===== config.mk =====
export PLATFORM = sky130hd
export DESIGN_NAME = uart_tx_flat
export DESIGN_NICKNAME = d
export VERILOG_FILES = /design/src/rtl/uart_pkg.sv /design/src/rtl/uart_tx_if.sv /design/src/rtl/uart_baud_cnt.sv /design/src/rtl/uart_tx.sv /design/src/flat_wrapper.sv
export SDC_FILE = /design/constraint.sdc
export NUM_CORES = 1
export LEC_CHECK = 0
export BUFFER_PORTS_ARGS = -buffer_cell sky130_fd_sc_hd__buf_2
export CELL_PAD_IN_SITES_DETAIL_PLACEMENT = 0
export CELL_PAD_IN_SITES_GLOBAL_PLACEMENT = 1
export CORE_AREA = 2 2 66 61
export CTS_BUF_LIST = sky130_fd_sc_hd__clkbuf_16
export DETAILED_ROUTE_END_ITERATION = 8
export DIE_AREA = 0 0 68 63
export PLACE_DENSITY = 0.68
export SYNTH_ARGS = -nofsm -noshare
export SYNTH_HDL_FRONTEND = slang
export SYNTH_SLANG_ARGS = --single-unit

===== constraint.sdc =====
create_clock -name clk -period 1.9 [get_ports clk]
set_input_delay 0.095 -clock clk [delete_from_list [all_inputs] [get_ports clk]]
set_output_delay 0.095 -clock clk [all_outputs]
set_load 0.01 [all_outputs]

===== src/rtl/uart_pkg.sv =====
// Shared UART definitions: transmitter states, frame sizing and the default baud divider.
// Imported by uart_tx today and by uart_rx later.
package uart_pkg;

  typedef enum logic {
    IDLE         = 1'b0,
    TRANSMITTING = 1'b1
  } tx_state_t;

  // 50 MHz system clock at 19200 baud
  localparam int DEFAULT_BAUD_DIV = 2604;

  // One start bit and one stop bit frame the payload.
  function automatic int frame_bits(input int data_bits);
    return data_bits + 2;
  endfunction

endpackage


===== src/rtl/uart_tx_if.sv =====
// Byte-producer side of the UART transmitter: request strobe, payload, serial line and done flag.
// The master modport is the core logic; the slave modport is the transmitter.
interface uart_tx_if #(
  parameter int DATA_BITS = 8
);

  logic                 trmt;
  logic [DATA_BITS-1:0] tx_data;
  logic                 TX;
  logic                 tx_done;

  modport master (
    output trmt,
    output tx_data,
    input  TX,
    input  tx_done
  );

  modport slave (
    input  trmt,
    input  tx_data,
    output TX,
    output tx_done
  );

endinterface


===== src/rtl/uart_baud_cnt.sv =====
// Bit-period counter with synchronous clear and count enable.
// tc pulses on the last cycle of each DIV-cycle period; the counter wraps to zero on that edge.
module uart_baud_cnt #(
  parameter int DIV = 2604
) (
  input  logic clk,
  input  logic reset,
  input  logic clr,
  input  logic en,
  output logic tc
);

  localparam int W = $clog2(DIV);

  logic [W-1:0] cnt_r;
  logic         last_s;

  assign last_s = (cnt_r == W'(DIV - 1));
  assign tc     = en & last_s;

  // Count cycles within the current bit period
  always_ff @(posedge clk or posedge reset) begin
    if (reset) begin
      cnt_r <= {W{1'b0}};
    end else if (clr) begin
      cnt_r <= {W{1'b0}};
    end else if (en) begin
      if (last_s) begin
        cnt_r <= {W{1'b0}};
      end else begin
        cnt_r <= cnt_r + W'(1);
      end
    end else begin
      cnt_r <= cnt_r;
    end
  end

endmodule


===== src/rtl/uart_tx.sv =====
// 8N1 UART transmitter: accepts a byte on a trmt strobe in IDLE and shifts it out LSB-first.
// TX is bit 0 of the shift register, so the pad is driven straight from a flop.
module uart_tx
  import uart_pkg::*;
#(
  parameter int DATA_BITS = 8,
  parameter int BAUD_DIV  = DEFAULT_BAUD_DIV
) (
  input  logic      clk,
  input  logic      reset,
  uart_tx_if.slave  bus
);

  localparam int FRAME_BITS = frame_bits(DATA_BITS);
  localparam int BW         = $clog2(FRAME_BITS + 1);

  tx_state_t             state_r;
  tx_state_t             state_nxt_s;
  logic [FRAME_BITS-1:0] shift_r;
  logic [BW-1:0]         bit_cnt_r;
  logic                  tx_done_r;
  logic                  load_s;
  logic                  shift_s;
  logic                  done_s;
  logic                  baud_en_s;
  logic                  baud_tc_s;

  assign baud_en_s   = (state_r == TRANSMITTING);
  assign bus.TX      = shift_r[0];
  assign bus.tx_done = tx_done_r;

  uart_baud_cnt #(
    .DIV (BAUD_DIV)
  ) u_baud_cnt (
    .clk   (clk),
    .reset (reset),
    .clr   (load_s),
    .en    (baud_en_s),
    .tc    (baud_tc_s)
  );

  // State register
  always_ff @(posedge clk or posedge reset) begin
    if (reset) begin
      state_r <= IDLE;
    end else begin
      state_r <= state_nxt_s;
    end
  end

  // Next-state and datapath strobes; requests during a frame are dropped, not queued
  always_comb begin
    state_nxt_s = state_r;
    load_s      = 1'b0;
    shift_s     = 1'b0;
    done_s      = 1'b0;
    case (state_r)
      IDLE: begin
        if (bus.trmt) begin
          load_s      = 1'b1;
          state_nxt_s = TRANSMITTING;
        end else begin
          state_nxt_s = IDLE;
        end
      end
      TRANSMITTING: begin
        if (baud_tc_s) begin
          shift_s = 1'b1;
          if (bit_cnt_r == BW'(FRAME_BITS - 1)) begin
            done_s      = 1'b1;
            state_nxt_s = IDLE;
          end else begin
            state_nxt_s = TRANSMITTING;
          end
        end else begin
          state_nxt_s = TRANSMITTING;
        end
      end
      default: begin
        state_nxt_s = IDLE;
      end
    endcase
  end

  // Frame shifter, bit counter and done flag; ones shift in behind the stop bit so TX rests high
  always_ff @(posedge clk or posedge reset) begin
    if (reset) begin
      shift_r   <= {FRAME_BITS{1'b1}};
      bit_cnt_r <= {BW{1'b0}};
      tx_done_r <= 1'b0;
    end else if (load_s) begin
      shift_r   <= {1'b1, bus.tx_data, 1'b0};
      bit_cnt_r <= {BW{1'b0}};
      tx_done_r <= 1'b0;
    end else if (shift_s) begin
      shift_r   <= {1'b1, shift_r[FRAME_BITS-1:1]};
      bit_cnt_r <= bit_cnt_r + BW'(1);
      tx_done_r <= tx_done_r | done_s;
    end else begin
      shift_r   <= shift_r;
      bit_cnt_r <= bit_cnt_r;
      tx_done_r <= tx_done_r;
    end
  end

endmodule


===== src/flat_wrapper.sv =====
// flat-port wrapper written by rule: the top's interface ports become plain ports
module uart_tx_flat import uart_pkg::*;
#(
  parameter int DATA_BITS = 8,
  parameter int BAUD_DIV  = DEFAULT_BAUD_DIV
)
  (clk, reset, bus_trmt, bus_tx_data, bus_TX, bus_tx_done);
  uart_tx_if #(.DATA_BITS(DATA_BITS)) bus_i ();
  input  logic clk;
  input  logic reset;
  input wire logic [$bits(bus_i.trmt)-1:0] bus_trmt;
  input wire logic [$bits(bus_i.tx_data)-1:0] bus_tx_data;
  output wire logic [$bits(bus_i.TX)-1:0] bus_TX;
  output wire logic [$bits(bus_i.tx_done)-1:0] bus_tx_done;
  assign bus_i.trmt = bus_trmt;
  assign bus_i.tx_data = bus_tx_data;
  assign bus_TX = bus_i.TX;
  assign bus_tx_done = bus_i.tx_done;
  uart_tx #(.DATA_BITS(DATA_BITS), .BAUD_DIV(BAUD_DIV)) u_core (.clk(clk), .reset(reset), .bus(bus_i));
endmodule

==> insert_results.sql <==
INSERT INTO impl_metrics (metric_group, metric, value, unit) VALUES
('floorplanning', 'core.rowCount', '21', ''),
('setup_path', 'cp_data_arrival_time', '1.97', 'ns'),
('setup_path', 'setup.worst_path.start_class', 'flip-flop', ''),
('sta', 'max_slew.worst_pin.slew', '0.423', 'ns'),
('detailed_routing', 'route.detailed.drc', '0', ''),
('setup_path', 'critical_path.reg2reg.startpoint', 'u_core.u_baud_cnt.cnt_r[2]$_DFFE_PP0P_', ''),
('placement', 'dp_worst_setup_slack', '-0.0229', 'ns'),
('sta', 'finalHoldViolations', '0', ''),
('yosys', 'sequential_to_total_area_share_from_yosys_stat', '0.482', ''),
('yosys', 'dominantRegCellSynth', 'dfrtp_1', ''),
('global_routing', 'grt_remaining_overflow', '0', ''),
('clocking', 'htree_num_levels', '1', ''),
('yosys', 'netlist_instances', '145', ''),
('setup_path', 'setup.worst_path.end', 'u_core.bit_cnt_r[2]$_DFFE_PP0P_', ''),
('detailed_routing', 'drt-pass1-iter-count', '4', ''),
('power_and_ir_drop', 'seqPwrFrac', '0.514', ''),
('yosys', 'synth_area_per_cell', '9.82', 'sq um'),
('final_layout', 'final_nets', '184', ''),
('clocking', 'clock_sink_count', '27', ''),
('setup_path', 'crit_required', '2.05', 'ns'),
('detailed_routing', 'routed-via-count', '1143', ''),
('floorplanning', 'core_area', '3630', 'sq um'),
('final_layout', 'fraction_of_layout_instances_using_a_drive_strength_above_1', '0.278', ''),
('power_and_ir_drop', 'p_int', '1140', 'uW'),
('power_and_ir_drop', 'p_sw', '457', 'uW'),
('setup_path', 'path_buf_inv', '2', ''),
('detailed_routing', 'initialDrtViolationCount', '60', ''),
('setup_path', 'ff2ff_setup_slack', '0.09', 'ns'),
('clocking', 'clk_root_buffer_cell', 'clkbuf_16', ''),
('final_layout', 'post_layout_nonfiller_instances', '215', ''),
('sta', 'aggregate_negative_setup_slack', '0', 'ns'),
('floorplanning', 'start_util', '0.393', ''),
('setup_path', 'critical_path.top_delay_family', 'simple AND/OR/NAND/NOR gates', ''),
('sta', 'finalCriticalPeriod', '1.81', 'ns'),
('final_layout', 'num_antenna_cells', '0', ''),
('sta', 'timing.fmax', '551', 'MHz'),
('clocking', 'cts-buffers-inserted', '3', ''),
('setup_path', 'critical_path.endpoint_type', 'flip-flop', ''),
('detailed_routing', 'wl_per_cell', '14.2', 'microns'),
('sta', 'worst_hold_slack', '0.0481', 'ns'),
('sta', 'unrepaired_setup_endpoints_after_global_routing', 'no', ''),
('setup_path', 'maximum_fanout_encountered_on_the_critical_timing_path', '5', ''),
('detailed_routing', 'wl', '3050', 'microns'),
('global_routing', 'grt_antenna_before_repair', '0', ''),
('setup_path', 'crit_path_frequent_cell', 'buf_4', ''),
('min_path', 'worstHoldStart', 'bus_tx_data[2]', ''),
('sta', 'worst_slew_margin_rel', '0.718', ''),
('sta', 'layout_setup_ws', '0.0867', 'ns'),
('setup_path', 'critical_path_depth', '6', ''),
('outcome', 'outcome', 'complete, no violations', ''),
('power_and_ir_drop', 'cellPowerDensity', '935', 'nW/um^2'),
('floorplanning', 'horizontal_die_dimension', '68', 'microns'),
('power_and_ir_drop', 'leakage_power', '0.000830', 'uW'),
('yosys', 'mappedNetlistNets', '159', ''),
('detailed_routing', 'final_antenna_net_count', '0', ''),
('detailed_routing', 'via_per_inst', '5.32', ''),
('yosys', 'mappedNetlistArea', '1420', 'sq um'),
('setup_path', 'worstRegToRegCells', '6', ''),
('sta', 'setup_violations', '0', ''),
('setup_path', 'startpoint', 'u_core.u_baud_cnt.cnt_r[2]$_DFFE_PP0P_', ''),
('power_and_ir_drop', 'swShare', '0.287', ''),
('final_layout', 'area_delta_synth_final', '19.7', '%'),
('sta', 'layout_worst_path_cycle_share', '0.954', ''),
('final_layout', 'post-route-util', '0.470', ''),
('sta', 'final.setup_skew', '0.00172', 'ns'),
('min_path', 'hp-class', 'input port to flip-flop', ''),
('placement', 'port_buffers', '12', ''),
('power_and_ir_drop', 'clk_pwr_share', '0.297', ''),
('setup_path', 'worstSetupPathType', 'flip-flop to flip-flop', ''),
('power_and_ir_drop', 'power_frac_comb', '0.189', ''),
('placement', 'placed_cells', '208', '');
## state kept, by name (all words and copies together) (netlist names)
| register | count |
|---|---|
| u_core.bus.tx_done | 1 |
| u_core.baud_en_s | 1 |
| u_core.shift_r | 9 |
| u_core.u_baud_cnt.cnt_r | 12 |
| u_core.bit_cnt_r | 4 |
## what timing repair did
| item | 4_1_cts | 5_1_grt |
|---|---|---|
| resized for setup | 0 | 3 |
| buffers inserted | 0 | 2 |
| pin swaps | 3 | 2 |
| endpoints found under the hold margin | 18 | 0 |
| hold buffers | 1 | 0 |
| endpoints found under the setup margin | 4 | 14 |
## cells in the final DEF, fill, tap and decap left out, types with 2 or more instances in the layout
cell	count
a21o_1	6
nand2b_1	2
o21ai_0	7
clkbuf_16	3
nand2_1	14
ha_1	3
dfrtp_1	18
a22o_1	10
and3_1	5
nand3_1	16
a21oi_1	7
buf_4	13
buf_2	12
or3_1	4
inv_1	8
o22ai_1	3
o21ai_1	2
nor2_1	9
dfstp_2	9
## power by group through the flow
stage | clock (uW) | combinational [uW] | sequential, uW
2_1_floorplan | 0 | 212 | 798
5_1_grt | 518 | 346 | 839
3_5_place_dp | 0 | 293 | 822
6_report | 473 | 301 | 819
3_3_place_gp | 0 | 286 | 819
4_1_cts | 493 | 298 | 813
## worst min path at each step
stage / endpoint / slack [ns] / cells after the start
floorplan: u_core.baud_en_s$_DFF_PP0_ / 0.14 / 1
global placement: u_core.baud_en_s$_DFF_PP0_ / 0.17 / 3
detailed placement: u_core.u_baud_cnt.cnt_r[7]$_DFFE_PP0P_ / 0.18 / 3
CTS: u_core.shift_r[3]$_DFFE_PP1P_ / 0.05 / 3
global route: u_core.shift_r[3]$_DFFE_PP1P_ / 0.07 / 3
finish: u_core.shift_r[3]$_DFFE_PP1P_ / 0.05 / 3
## layer usage
| metal | GRT usage | wire length [microns] | vias to the layer above |
|---|---|---|---|
| met2 | 0.244 | 1360 | 15 |
| met4 | 0.0400 | 26 | 0 |
| met3 | 0.0432 | 112 | 5 |
| met1 | 0.240 | 1550 | 546 |
| met5 | 0 | 0 | - |
| li1 | - | - | 577 |
## cell families (layout without fill, tap and decap cells)
group | Yosys count | count (layout) | synth area share
AO/OA/AOI/OAI | 41 | 41 | 0.214
adder cells (fa/ha/maj) | 3 | 3 | 0.0264
buffers and inverters | 13 | 37 | 0.0422
flip-flops | 27 | 27 | 0.482
AND/OR/NAND/NOR | 61 | 61 | 0.236
## tightest hold or removal path, cell delays in order
cell and delay [ns]:
buf_2 0.07, nand2_1 0.04, nand3_1 0.07
## cell usage after synthesis (2+ instances only)
| library cell | n | area [sq um] |
|---|---|---|
| inv_1 | 7 | 26.3 |
| a22o_1 | 10 | 87.6 |
| nand3_1 | 16 | 80.1 |
| o21ai_1 | 2 | 10.0 |
| nor2_1 | 10 | 37.5 |
| o21ai_0 | 7 | 35.0 |
| ha_1 | 3 | 37.5 |
| dfstp_2 | 9 | 236 |
| a21o_1 | 6 | 45.0 |
| nand2b_1 | 2 | 12.5 |
| o22ai_1 | 3 | 18.8 |
| a21oi_1 | 7 | 35.0 |
| clkbuf_1 | 2 | 7.51 |
| or3_1 | 4 | 25.0 |
| nand2_1 | 15 | 56.3 |
| dfrtp_1 | 18 | 450 |
| and3_1 | 5 | 31.3 |
| buf_1 | 2 | 7.51 |
## through the flow
step	instance area, sq um	total power [uW]
2_1_floorplan	1420	1010
3_3_place_gp	1590	1110
3_5_place_dp	1590	1110
4_1_cts	1680	1600
5_1_grt	1700	1700
6_report	1700	1590
## layout make-up
| class | instances | area, sq um |
|---|---|---|
| Fill cell | 347 | 1920 |
| Sequential cell | 27 | 687 |
| Multi-Input combinational cell | 105 | 687 |
| Timing Repair Buffer | 26 | 168 |
| Clock buffer | 3 | 75.1 |
| Tap cell | 46 | 57.6 |
| Inverter | 7 | 26.3 |
| Clock inverter | 1 | 3.75 |
Note: power is estimated with default switching activity, not from simulation.
